$ cat src/rtl/rtc_bus_sequencer_if.sv
// Request and RTC AD-bus bundle for rtc_bus_sequencer.
// slave = the sequencer; master = user-mode logic plus pad side driving it.
interface rtc_bus_sequencer_if #(
    parameter int unsigned CNT_W = 6
);
    logic             date;
    logic             stime;
    logic             timer;
    logic             wr_mode;
    logic [7:0]       wr_data;
    logic [7:0]       bus_in;
    logic [3:0]       control;
    logic [CNT_W-1:0] counter;
    logic [7:0]       bus_out;
    logic             bus_oe;
    logic             busy;
    logic             done;
    logic [7:0]       rd_data;
    logic             rd_valid;
    logic [2:0]       reg_idx;

    modport master (
        output date, stime, timer, wr_mode, wr_data, bus_in,
        input  control, counter, bus_out, bus_oe, busy, done, rd_data, rd_valid, reg_idx
    );

    modport slave (
        input  date, stime, timer, wr_mode, wr_data, bus_in,
        output control, counter, bus_out, bus_oe, busy, done, rd_data, rd_valid, reg_idx
    );
endinterface

$ cat src/rtl/rtc_bus_sequencer.sv
// Turns a date/time/timer request into a burst of multiplexed address/data RTC transactions.
// Optional macro RTC_SEQ_COMMIT_EN appends a transfer-update write (0xF0 -> 0xF0) to write bursts.
module rtc_bus_sequencer #(
    parameter int unsigned CNT_W      = 6,
    parameter int unsigned T_PHASE    = 8,
    parameter int unsigned REGS       = 3,
    parameter logic [7:0]  DATE_BASE  = 8'h24,
    parameter logic [7:0]  TIME_BASE  = 8'h21,
    parameter logic [7:0]  TIMER_BASE = 8'h41
) (
    input logic               clk,
    input logic               reset,
    rtc_bus_sequencer_if.slave bus
);
    typedef enum logic [2:0] {StIdle, StAddr, StGap, StData, StRecov, StDone} state_e;

    localparam logic [CNT_W-1:0] AddrLast  = CNT_W'(T_PHASE - 1);
    localparam logic [CNT_W-1:0] GapLast   = CNT_W'(2 * T_PHASE - 1);
    localparam logic [CNT_W-1:0] DataFirst = CNT_W'(2 * T_PHASE);
    localparam logic [CNT_W-1:0] DataLast  = CNT_W'(3 * T_PHASE - 1);
    localparam logic [CNT_W-1:0] RecovLast = CNT_W'(4 * T_PHASE - 1);
    localparam logic [2:0]       LastIdx   = 3'(REGS - 1);
    localparam logic [7:0]       CommitByte = 8'hF0;

    state_e           state_q, state_d;
    logic [CNT_W-1:0] cnt_q, cnt_d;
    logic [2:0]       idx_q, idx_d;
    logic [7:0]       base_q, base_d;
    logic             wr_q, wr_d;
    logic [7:0]       wdata_q, wdata_d;
    logic [7:0]       rd_data_q, rd_data_d;
    logic             rd_valid_q, rd_valid_d;
    logic             commit_q, commit_d;

    logic [3:0]       ctrl;
    logic [7:0]       bus_out_c;
    logic             bus_oe_c;

    always_ff @(posedge clk or negedge reset) begin
        if (!reset) begin
            state_q    <= StIdle;
            cnt_q      <= '0;
            idx_q      <= '0;
            base_q     <= '0;
            wr_q       <= 1'b0;
            wdata_q    <= '0;
            rd_data_q  <= '0;
            rd_valid_q <= 1'b0;
            commit_q   <= 1'b0;
        end else begin
            state_q    <= state_d;
            cnt_q      <= cnt_d;
            idx_q      <= idx_d;
            base_q     <= base_d;
            wr_q       <= wr_d;
            wdata_q    <= wdata_d;
            rd_data_q  <= rd_data_d;
            rd_valid_q <= rd_valid_d;
            commit_q   <= commit_d;
        end
    end

    always_comb begin
        state_d    = state_q;
        cnt_d      = cnt_q;
        idx_d      = idx_q;
        base_d     = base_q;
        wr_d       = wr_q;
        wdata_d    = wdata_q;
        rd_data_d  = rd_data_q;
        rd_valid_d = 1'b0;
        commit_d   = commit_q;
        case (state_q)
            StIdle: begin
                if (bus.stime || bus.date || bus.timer) begin
                    state_d  = StAddr;
                    cnt_d    = '0;
                    idx_d    = '0;
                    wr_d     = bus.wr_mode;
                    commit_d = 1'b0;
                    base_d   = bus.stime ? TIME_BASE : (bus.date ? DATE_BASE : TIMER_BASE);
                end
            end
            StAddr: begin
                cnt_d = cnt_q + 1'b1;
                if (cnt_q == AddrLast) state_d = StGap;
            end
            StGap: begin
                cnt_d = cnt_q + 1'b1;
                if (cnt_q == GapLast) state_d = StData;
            end
            StData: begin
                cnt_d = cnt_q + 1'b1;
                if (cnt_q == DataFirst) wdata_d = bus.wr_data;
                if (cnt_q == DataLast) begin
                    state_d = StRecov;
                    if (!wr_q) begin
                        rd_data_d  = bus.bus_in;
                        rd_valid_d = 1'b1;
                    end
                end
            end
            StRecov: begin
                if (cnt_q == RecovLast) begin
                    cnt_d = '0;
                    if (idx_q != LastIdx) begin
                        idx_d   = idx_q + 1'b1;
                        state_d = StAddr;
                    end else begin
`ifdef RTC_SEQ_COMMIT_EN
                        // Trailing transfer-update command on write bursts only, once.
                        if (wr_q && !commit_q) begin
                            commit_d = 1'b1;
                            state_d  = StAddr;
                        end else begin
                            state_d = StDone;
                        end
`else
                        state_d = StDone;
`endif
                    end
                end else begin
                    cnt_d = cnt_q + 1'b1;
                end
            end
            StDone: begin
                state_d = StIdle;
                cnt_d   = '0;
                idx_d   = '0;
            end
            default: state_d = StIdle;
        endcase
    end

    // control = {a_d, cs_n, rd_n, wr_n}
    always_comb begin
        ctrl      = 4'b0111;
        bus_out_c = '0;
        bus_oe_c  = 1'b0;
        case (state_q)
            StAddr: begin
                ctrl      = 4'b0010;
                bus_oe_c  = 1'b1;
                bus_out_c = commit_q ? CommitByte : base_q + {5'b0, idx_q};
            end
            StData: begin
                if (wr_q) begin
                    ctrl      = 4'b1010;
                    bus_oe_c  = 1'b1;
                    if (commit_q) bus_out_c = CommitByte;
                    else bus_out_c = (cnt_q == DataFirst) ? bus.wr_data : wdata_q;
                end else begin
                    ctrl = 4'b1001;
                end
            end
            StRecov: ctrl = 4'b1111;
            default: ;
        endcase
    end

    assign bus.control  = ctrl;
    assign bus.counter  = cnt_q;
    assign bus.bus_out  = bus_out_c;
    assign bus.bus_oe   = bus_oe_c;
    assign bus.busy     = (state_q != StIdle);
    assign bus.done     = (state_q == StDone);
    assign bus.rd_data  = rd_data_q;
    assign bus.rd_valid = rd_valid_q;
    assign bus.reg_idx  = idx_q;
endmodule

$ cat src/flat_wrapper.sv
// flat-port wrapper written by rule: the top's interface ports become plain ports
module rtc_bus_sequencer_flat 
#(
    parameter int unsigned CNT_W      = 6,
    parameter int unsigned T_PHASE    = 8,
    parameter int unsigned REGS       = 3,
    parameter logic [7:0]  DATE_BASE  = 8'h24,
    parameter logic [7:0]  TIME_BASE  = 8'h21,
    parameter logic [7:0]  TIMER_BASE = 8'h41
)
  (clk, reset, bus_date, bus_stime, bus_timer, bus_wr_mode, bus_wr_data, bus_bus_in, bus_control, bus_counter, bus_bus_out, bus_bus_oe, bus_busy, bus_done, bus_rd_data, bus_rd_valid, bus_reg_idx);
  rtc_bus_sequencer_if #(.CNT_W(CNT_W)) bus_i ();
  input logic clk;
  input logic reset;
  input wire logic [$bits(bus_i.date)-1:0] bus_date;
  input wire logic [$bits(bus_i.stime)-1:0] bus_stime;
  input wire logic [$bits(bus_i.timer)-1:0] bus_timer;
  input wire logic [$bits(bus_i.wr_mode)-1:0] bus_wr_mode;
  input wire logic [$bits(bus_i.wr_data)-1:0] bus_wr_data;
  input wire logic [$bits(bus_i.bus_in)-1:0] bus_bus_in;
  output wire logic [$bits(bus_i.control)-1:0] bus_control;
  output wire logic [$bits(bus_i.counter)-1:0] bus_counter;
  output wire logic [$bits(bus_i.bus_out)-1:0] bus_bus_out;
  output wire logic [$bits(bus_i.bus_oe)-1:0] bus_bus_oe;
  output wire logic [$bits(bus_i.busy)-1:0] bus_busy;
  output wire logic [$bits(bus_i.done)-1:0] bus_done;
  output wire logic [$bits(bus_i.rd_data)-1:0] bus_rd_data;
  output wire logic [$bits(bus_i.rd_valid)-1:0] bus_rd_valid;
  output wire logic [$bits(bus_i.reg_idx)-1:0] bus_reg_idx;
  assign bus_i.date = bus_date;
  assign bus_i.stime = bus_stime;
  assign bus_i.timer = bus_timer;
  assign bus_i.wr_mode = bus_wr_mode;
  assign bus_i.wr_data = bus_wr_data;
  assign bus_i.bus_in = bus_bus_in;
  assign bus_control = bus_i.control;
  assign bus_counter = bus_i.counter;
  assign bus_bus_out = bus_i.bus_out;
  assign bus_bus_oe = bus_i.bus_oe;
  assign bus_busy = bus_i.busy;
  assign bus_done = bus_i.done;
  assign bus_rd_data = bus_i.rd_data;
  assign bus_rd_valid = bus_i.rd_valid;
  assign bus_reg_idx = bus_i.reg_idx;
  rtc_bus_sequencer #(.CNT_W(CNT_W), .T_PHASE(T_PHASE), .REGS(REGS), .DATE_BASE(DATE_BASE), .TIME_BASE(TIME_BASE), .TIMER_BASE(TIMER_BASE)) u_core (.clk(clk), .reset(reset), .bus(bus_i));
endmodule
$ cat config.mk
export PLATFORM = sky130hd
export DESIGN_NAME = rtc_bus_sequencer_flat
export DESIGN_NICKNAME = d
export VERILOG_FILES = /design/src/rtl/rtc_bus_sequencer_if.sv /design/src/rtl/rtc_bus_sequencer.sv /design/src/flat_wrapper.sv
export SDC_FILE = /design/constraint.sdc
export NUM_CORES = 1
export LEC_CHECK = 0
export BUFFER_PORTS_ARGS = -buffer_cell sky130_fd_sc_hd__buf_4
export CELL_PAD_IN_SITES_DETAIL_PLACEMENT = 2
export CELL_PAD_IN_SITES_GLOBAL_PLACEMENT = 2
export CORE_ASPECT_RATIO = 0.8
export CORE_UTILIZATION = 29
export CTS_BUF_LIST = sky130_fd_sc_hd__clkbuf_4 sky130_fd_sc_hd__clkbuf_8
export CTS_CLUSTER_SIZE = 28
export DETAILED_ROUTE_END_ITERATION = 7
export PLACE_DENSITY = 0.77
export SLEW_MARGIN = 20
export SYNTH_ARGS = -nofsm -noshare
export SYNTH_HDL_FRONTEND = slang
export SYNTH_SLANG_ARGS = --single-unit
$ cat constraint.sdc
create_clock -name clk -period 2.1 [get_ports clk]
set_clock_uncertainty 0.2 [all_clocks]
set_input_delay 0.21 -clock clk [delete_from_list [all_inputs] [get_ports clk]]
set_output_delay 0.21 -clock clk [all_outputs]
set_load 0.02 [all_outputs]
==> results_dict.tcl, run 1 <==
set metrics [dict create \
    ys_seq_area_frac 0.4477 \
    layout-area-overhead-vs-synth_pct 48.91 \
    grt_pass1_wl_um 9708 \
    antenna_found_initial 0 \
    peakVddDrop_mv 0.2098 \
    setup_viol 0 \
    synth_edf_count 0 \
    cp_max_fo 8 \
    layout_common_cells "74 x buf_4, 34 x dfrtp_1, 19 x dlygate4sd3_1, 17 x nand2_1, 14 x nor2_1" \
    cp_common_cell "buf_4" \
    final_common_cell "buf_4" \
    ctsLongestPathBuffers 2 \
    place_hpwl_um 4369 \
    insertion_delay_ns 0.28 \
    cts_buffers 5 \
    drive_gt1_frac 0.4086 \
    synthesis.instances 187 \
    io_buffers 54 \
    layout.nets 309 \
    drv_slew 0 \
    grt_pass1_vias 1896 \
    path_clk_slew_ns 0.07 \
    grtUsageTotal 0.1875 \
    internal_power_uw 1023 \
    netlist_area_mm2 0.001901 \
    pwr-share-clk 0.360 \
    routed_wl_um 6214 \
    avgRoutedWirePerCell_um 17.26 \
    leakagePower_uw 0.001392 \
    startpoint_type "flip-flop" \
    first_pass_iters 4 \
    comb_power_share 0.118 \
    dpl_worst_slack_ns -0.008126 \
    fin_ws_ns 0.02660 \
    initial_utilization 0.3116 \
    grt_max_degree 35 \
    worstHoldPathCells 3 \
    arrival_ns 1.66 \
    drtIter0Drc 50 \
    crit_required_ns 1.69 \
    ys_ff_latch 34 \
    vias 1767 \
    worst_path_max_delay_cell "dfrtp_1" \
    cts.sinks 34 \
    yosys.cell_types.count 44 \
    cts-htree-levels 2 \
    synth_top_area_share 0.4477 \
    max_freq_mhz 482.3 \
    n_antenna_cell 0 \
    vias_per_cell 4.908 \
    coreArea_mm2 0.006100 \
    ios 55 \
    grt_overflow 0 \
    root_buffer "clkbuf_8" \
    slowest_delay_ns 0.38 \
    crit_path_end_kind "primary output" \
    hp-class "input pin to flip-flop" \
    synth_flop_cell "dfrtp_1" \
    min_period_ns 2.073 \
    switching_share 0.2270 \
    power_uw 1324 \
    cts_tree "yes" \
    rows 25 \
    syn_area_per_cell_um2 10.16 \
    ys_warn_count 0 \
    critical-path-top-delay-family "simple AND/OR/NAND/NOR gates" \
    syn_nets 216 \
    maxCapViolCount 0 \
    status "complete, no violations" \
    die_width_um 92.51 \
    hold_viol_final 0 \
    relSlewSlack 0.6939 \
    antenna_left 0 \
    routabilityCongestion 0.8013 \
    die_h_um 74.41 \
    place_area_mm2 0.002520 \
    synthArstFlopShare 1.000 \
    path_depth 5 \
    drc 0 \
    rsz0062_at_grt "yes" \
    die_area_mm2 0.006884 \
    ys_top_cells_by_area "dfrtp_1 45%, mux2_4 6.3%, mux2_2 5.9%" \
    worst_slew_pin_slew_ns 0.4591 \
    fillers 651 \
    worst-path-buf-inv 2 \
    postLayoutCellArea_mm2 0.002830 \
    worstSetupPathType "flip-flop to primary output" \
    fin_crit_sh 0.9873 \
    p_per_area_mw_per_mm2 467.7 \
    crit_chain "and2b_2 > buf_4 > nand3_2 > o21ai_1 > buf_4" \
    synth_area_leader_cell "dfrtp_1" \
    switchingPower_uw 300.5 \
    seqPwrFrac 0.523 \
    reg2reg_depth 5 \
]
-- final timing paths --
| path | slack [ns] | endpoint | startpoint |
|---|---|---|---|
| worst max-delay path | 0.03 | bus_bus_out[0] | u_core.state_q[2] |
| worst min-delay path | 0.03 | u_core.base_q[6] | bus_timer |
| worst max register to register | 0.12 | u_core.bus.rd_data[2] | u_core.state_q[2] |
| worst min register to register | 0.31 | u_core.base_q[6] | u_core.base_q[6] |
| max in group asynchronous | 1.14 | u_core.wr_q | reset |
| min in group asynchronous | 0.22 | u_core.bus.counter[4] | reset |
-- power by group through the flow --
stage               Clock, µW  Combinational [µW]  Sequential [µW]
global route              517                 169              694
global placement            0                 123              702
finish                    476                 156              692
floorplan                   0                34.8              716
CTS                       495                 156              691
detailed placement          0                 127              703
-- sequential cells by signal (all words and copies together) (netlist names) --
register             count
u_core.bus.reg_idx       3
u_core.bus.rd_valid      1
u_core.wr_q              1
u_core.wdata_q           8
u_core.state_q           3
u_core.base_q            4
u_core.bus.counter       6
u_core.bus.rd_data       8
-- per-layer routing --
metal / vias up / share of wire / GRT usage
li1: 848 / - / -
met1: 873 / 0.45 / 0.2326
met2: 44 / 0.51 / 0.3424
met3: 2 / 0.040 / 0.03885
met4: 0 / 0.0034 / 0.03646
met5: - / 0 / 0
-- stage by stage --
step / setup TNS (ns) / util / cells / hold slack, ns
detailed placement: -0.02275 / 0.4131 / 333 / 0.001586
floorplan: -0.05949 / - / 187 / -0.2856
finish: 0 / 0.4640 / 360 / 0.02820
global placement: 0 / 0.4131 / 333 / 0.0006065
global route: -0.2135 / 0.4640 / 360 / 0.02197
CTS: 0 / 0.4605 / 360 / 0.01232
-- worst reg2reg max path, cell delays in order (launching register included) --
cell and delay (ns):
dfrtp_1 0.38, and2b_2 0.25, inv_4 0.04, or3_4 0.34, or2_4 0.34, mux2_4 0.32
-- cell type report --
| class | count | area, µm² | area share |
|---|---|---|---|
| Multi-Input combinational cell | 135 | 998.5 | 0.3528 |
| Sequential cell | 34 | 850.8 | 0.3006 |
| Timing Repair Buffer | 94 | 757.0 | 0.2675 |
| Tap cell | 81 | 101.3 | 0.03581 |
| Clock buffer | 6 | 82.58 | 0.02918 |
| Inverter | 10 | 40.04 | 0.01415 |
-- cell families (layout without fill, tap and decap cells) --
kind of cell	after synthesis	after routing	synth area share
xor+xnor	2	2	0.009218
mux	26	26	0.1646
flops	34	34	0.4477
buf+inv	18	110	0.04344
fa+ha+maj	7	7	0.04608
simple gates	60	60	0.1580
compound gates	40	40	0.1310
-- synthesized netlist by cell type (all sizes together), types with 2 or more instances --
master,number
a211oi,2
a21o,2
a21oi,10
a22o,2
a31oi,2
and2,2
buf,5
clkbuf,3
dfrtp,34
ha,7
inv,10
mux2,18
mux2i,8
nand2,17
nand3,3
nand4,3
nor2,17
nor2b,4
nor3,4
nor4,2
o21ai,12
o22ai,3
o32ai,2
or2,2
or3,2
-- timing repair --
item                                    4_1_cts  5_1_grt
hold buffers                                 19        0
pin swaps                                     2        1
setup buffers                                 3        0
endpoints found under the hold margin        52        0
endpoints found under the setup margin       16       21
gates resized for setup                       6        7
Power figures use the tool's default switching activity.
==> run 2, diff against run 1 <==
--- a/config.mk
+++ b/config.mk
@@ -11,9 +11,11 @@
 export CORE_ASPECT_RATIO = 0.8
 export CORE_UTILIZATION = 29
 export CTS_BUF_LIST = sky130_fd_sc_hd__clkbuf_4 sky130_fd_sc_hd__clkbuf_8
+export CTS_CLUSTER_DIAMETER = 30
 export CTS_CLUSTER_SIZE = 28
 export DETAILED_ROUTE_END_ITERATION = 7
 export PLACE_DENSITY = 0.77
+export RECOVER_POWER = 100
 export SLEW_MARGIN = 20
 export SYNTH_ARGS = -nofsm -noshare
 export SYNTH_HDL_FRONTEND = slang
==> results_dict.tcl, run 2 (synthesis results as in run 1) <==
set metrics [dict create \
    status "complete, no violations" \
    hold_viol_final 0 \
    die_width_um 92.51 \
    n_antenna_cell 0 \
    max_freq_mhz 482.2 \
    crit_path_end_kind "primary output" \
    cp_common_cell "buf_4" \
    io_buffers 54 \
    grt_overflow 0 \
    finish.utilization 0.4550 \
    grt_max_degree 35 \
    p_per_area_mw_per_mm2 472.4 \
    relSlewSlack 0.4033 \
    die_h_um 74.41 \
    cp_max_fo 8 \
    drtIter0Drc 44 \
    routed_wl_um 6234 \
    layout.nets 309 \
    root_buffer "clkbuf_8" \
    antenna_found_initial 0 \
    worstSetupPathType "flip-flop to primary output" \
    grt_pass1_wl_um 9708 \
    crit_path_start "u_core.state_q[2]" \
    drv_slew 0 \
    fin_crit_sh 0.9876 \
    crit_end "bus_bus_out[0]" \
    min_period_ns 2.074 \
    layoutNonFillerInstCount 360 \
    r2r-start "u_core.bus.counter[2]" \
    hp-class "input pin to flip-flop" \
    cts_tree "yes" \
    reg2reg_depth 6 \
    path_clk_slew_ns 0.07 \
    coreArea_mm2 0.006100 \
    reg2reg_slack_ns 0.08 \
    routabilityCongestion 0.8013 \
    drc 0 \
    drive_gt1_frac 0.3584 \
    startpoint_type "flip-flop" \
    maxCapViolCount 0 \
    antenna_left 0 \
    insertion_delay_ns 0.27 \
    hold_ws_ns 0.02838 \
    grt_pass1_vias 1896 \
    arrival_ns 1.66 \
    slowest_delay_ns 0.38 \
    ios 55 \
    final_common_cell "buf_4" \
    dp_cells 333 \
    leakagePower_uw 0.001340 \
    cts-htree-levels 2 \
    grtUsageTotal 0.1875 \
    initial_utilization 0.3116 \
    rsz0062_at_grt "yes" \
    die_area_mm2 0.006884 \
    cts_buffers 5 \
    peakVddDrop_mv 0.2096 \
    layout_common_cells "59 x buf_4, 34 x dfrtp_1, 19 x dlygate4sd3_1, 17 x nand2_1" \
    cts.sinks 34 \
    reg2reg_to "u_core.bus.counter[3]" \
    worst_slew_pin_slew_ns 0.8951 \
    vias 1764 \
    first_pass_iters 4 \
    crit_required_ns 1.69 \
    layout-area-overhead-vs-synth_pct 46.02 \
    rows 25 \
    avgRoutedWirePerCell_um 17.32 \
    crit_chain "and2b_2 > buf_4 > nand3_2 > o21ai_1 > buf_4" \
    place_hpwl_um 4369 \
    ctsLongestPathBuffers 2 \
    worst_path_max_delay_cell "dfrtp_1" \
    setup_viol 0 \
    vias_per_cell 4.900 \
]
## run 2: final cells by class
| cell class | instances | area [µm²] |
|---|---|---|
| Clock buffer | 6 | 82.58 |
| Fill cell | 668 | 3324 |
| Inverter | 10 | 40.04 |
| Multi-Input combinational cell | 135 | 998.5 |
| Sequential cell | 34 | 850.8 |
| Tap cell | 81 | 101.3 |
| Timing Repair Buffer | 94 | 701.9 |
## run 2: critical path: cells and delay by family, from the launching register on
family / cells / cell delay, ns
simple gates: 2 / 0.44
flops: 1 / 0.38
buf+inv: 2 / 0.33
compound gates: 1 / 0.24
## run 2: stage by stage
stage	power, µW	cell area (µm²)	TNS, ns	worst slack, ns
3_5_place_dp	829.8	2520	-0.02275	-0.008126
3_3_place_gp	825.4	2520	0	0.04987
5_1_grt	1367	2775	-0.2256	-0.06144
6_report	1311	2775	0	0.02600
4_1_cts	1341	2809	0	0.008605
2_1_floorplan	751.2	1903	-0.05949	-0.007436
## run 2: repair_timing
| item | CTS | global route |
|---|---|---|
| resized for setup | 6 | 7 |
| hold buffers | 19 | 0 |
| pin swaps | 2 | 1 |
| setup buffers | 3 | 0 |
| hold endpoints to repair | 52 | 0 |
| endpoints found under the setup margin | 16 | 21 |
## run 2: worst min path at each step
| stage | from | to | slack [ns] | cells past startpoint |
|---|---|---|---|---|
| after CTS | bus_timer | u_core.base_q[6] | 0.01 | 3 |
| after global placement | reset | u_core.bus.counter[3] | 0.0006 | 1 |
| after detailed placement | reset | u_core.bus.counter[4] | 0.002 | 1 |
| after floorplan | reset | u_core.base_q[0] | -0.29 | 0 |
| final | bus_timer | u_core.base_q[6] | 0.03 | 3 |
| after global routing | bus_timer | u_core.base_q[6] | 0.02 | 3 |
## run 2: power by group
part           switching, µW  internal [µW]
Sequential              13.8            678
Combinational           63.6           81.3
Clock                    222            253
## run 2: metal layers
metal	part of all wire	track usage
met1	0.45	0.2326
met2	0.51	0.3424
met3	0.039	0.03885
met4	0.0034	0.03646
met5	0	0
==> run 3, diff against run 2 <==
--- a/config.mk
+++ b/config.mk
@@ -8,7 +8,6 @@
 export BUFFER_PORTS_ARGS = -buffer_cell sky130_fd_sc_hd__buf_4
 export CELL_PAD_IN_SITES_DETAIL_PLACEMENT = 2
 export CELL_PAD_IN_SITES_GLOBAL_PLACEMENT = 2
-export CORE_ASPECT_RATIO = 0.8
 export CORE_UTILIZATION = 29
 export CTS_BUF_LIST = sky130_fd_sc_hd__clkbuf_4 sky130_fd_sc_hd__clkbuf_8
 export CTS_CLUSTER_DIAMETER = 30
==> constraint.sdc (replaced) <==
create_clock -name clk -period 2.1 [get_ports clk]
set_clock_uncertainty 0.2 [all_clocks]
set_input_delay 0.21 -clock clk [delete_from_list [all_inputs] [get_ports clk]]
set_output_delay 0.21 -clock clk [all_outputs]
set_load 0.05 [all_outputs]
==> results_dict.tcl, run 3 (synthesis results as in run 1) <==
set metrics [dict create \
    layout_common_cells "43 x buf_4, 29 x dfrtp_1, 19 x dlygate4sd3_1, 18 x clkbuf_1, 17 x nand2_1" \
    cts_tree "yes" \
    arrival_ns 1.81 \
    cts.sinks 34 \
    hp-class "input pin to flip-flop" \
    max_freq_mhz 450.8 \
    insertion_delay_ns 0.29 \
    ios 55 \
    die_width_um 82.96 \
    antenna_found_initial 0 \
    maxCapViolCount 0 \
    min_to "u_core.base_q[2]" \
    switching_share 0.2400 \
    grt_pass1_vias 2140 \
    internal_power_uw 1240 \
    n_antenna_cell 0 \
    comb_power_share 0.116 \
    grt_max_degree 35 \
    io_buffers 54 \
    rsz0062_at_grt "yes" \
    ctsLongestPathBuffers 2 \
    first_pass_iters 4 \
    vias_per_cell 5.089 \
    r2r-start "u_core.bus.counter[0]" \
    power_uw 1631 \
    drive_gt1_frac 0.4331 \
    layout-area-overhead-vs-synth_pct 62.54 \
    layout.nets 312 \
    worstHoldPathCells 3 \
    drv_slew 0 \
    setup_viol 13 \
    drtIter0Drc 52 \
    peakVddDrop_mv 0.3677 \
    crit_chain "and2b_2 > inv_6 > or3_1 > and2_4 > clkinvlp_4 > buf_8" \
    rows 29 \
    reg2reg_to "u_core.state_q[0]" \
    grtUsageTotal 0.2212 \
    worst_slew_pin_slew_ns 0.8888 \
    min_period_ns 2.218 \
    violations "negative setup slack" \
    status "finished, violations left" \
    fin_ws_ns -0.1185 \
    pwr-share-clk 0.458 \
    drc 0 \
    coreArea_mm2 0.006350 \
    crit_required_ns 1.69 \
    reg2reg_slack_ns 0.01 \
    hp-start "bus_date" \
    die_area_mm2 0.006882 \
    cp_max_fo 3 \
    seqPwrFrac 0.426 \
    worst_path_max_delay_cell "dfrtp_1" \
    dpl_worst_slack_ns -0.04745 \
    grt_pass1_wl_um 11790 \
    startpoint_type "flip-flop" \
    antenna_left 0 \
    worstSetupPathType "flip-flop to primary output" \
    final_common_cell "buf_4" \
    initial_utilization 0.2993 \
    crit_path_end_kind "primary output" \
    p_per_area_mw_per_mm2 528.1 \
    routabilityCongestion 0.7913 \
    switchingPower_uw 391.6 \
    path_clk_slew_ns 0.08 \
    slowest_delay_ns 0.40 \
    root_buffer "clkbuf_8" \
    routed_wl_um 7440 \
    relSlewSlack 0.4075 \
    grt_overflow 0 \
    leakagePower_uw 0.001353 \
    fin_crit_sh 1.056 \
    avgRoutedWirePerCell_um 20.61 \
    place_hpwl_um 4236 \
    vias 1837 \
    hold_viol_final 0 \
    die_h_um 82.96 \
    reg2reg_depth 7 \
    fillers 658 \
    cts-htree-levels 2 \
    cts_buffers 5 \
]
-- run 3: worst max path at each step --
stage                                      from               endpoint  slack (ns)
final                         u_core.state_q[2]         bus_control[0]       -0.12
after global routing      u_core.bus.counter[0]         bus_bus_out[5]       -0.16
after detailed placement      u_core.state_q[2]  u_core.bus.rd_data[5]       -0.05
after floorplan               u_core.state_q[2]  u_core.bus.rd_data[0]       -0.14
after global placement        u_core.state_q[2]  u_core.bus.rd_data[3]       0.006
after CTS                 u_core.bus.counter[0]         bus_bus_out[5]       -0.17
-- run 3: worst max-delay path, delay by kind of cell, from the launching register on --
kind	cells	cell delay [ns]
DFF	1	0.40
and+or+nand+nor	3	0.87
buffers and inverters	3	0.25
-- run 3: timing repair --
item	in CTS	in global routing
endpoints found under the setup margin	18	24
hold endpoints to repair	53	0
buffers inserted	6	2
resized for setup	29	17
hold buffers	19	0
pin swaps	4	5
gates cloned	1	0
-- run 3: layer usage --
metal | up-vias | wire [µm] | global-route usage
met3 | 14 | 227 | 0.03479
met1 | 915 | 2939 | 0.2598
met2 | 50 | 4089 | 0.4016
met5 | - | 0 | 0
li1 | 858 | - | -
met4 | 0 | 184 | 0.08621
-- run 3: layout make-up --
cell class                 instances  area [µm²]  area share
clock buffer                       5       68.82     0.02228
clock inverter                     3       68.82     0.02228
inverter                          10       46.29     0.01499
multi-input combinational        135        1180      0.3819
sequential                        34       857.1      0.2774
tap                               77       96.34     0.03119
timing repair buffer              97       772.0      0.2499
-- run 3: stage by stage --
step	std cells	utilization	hold WS (ns)	cell area, µm²	TNS (ns)
3_3_place_gp	326	0.4085	-0.009786	2594	0
2_1_floorplan	187	-	-0.2856	2017	-1.954
6_report	361	0.4865	0.05283	3089	-0.9493
3_5_place_dp	326	0.4085	-0.001559	2594	-0.3357
4_1_cts	360	0.4859	0.03860	3085	-1.052
5_1_grt	361	0.4865	0.07832	3089	-1.651
-- run 3: power by group through the flow --
stage	Sequential, µW	Clock (µW)	Combinational (µW)
after floorplan	746	0	39.4
after global placement	703	0	158
after detailed placement	703	0	162
after CTS	693	764	198
after global routing	698	787	201
final	695	747	189
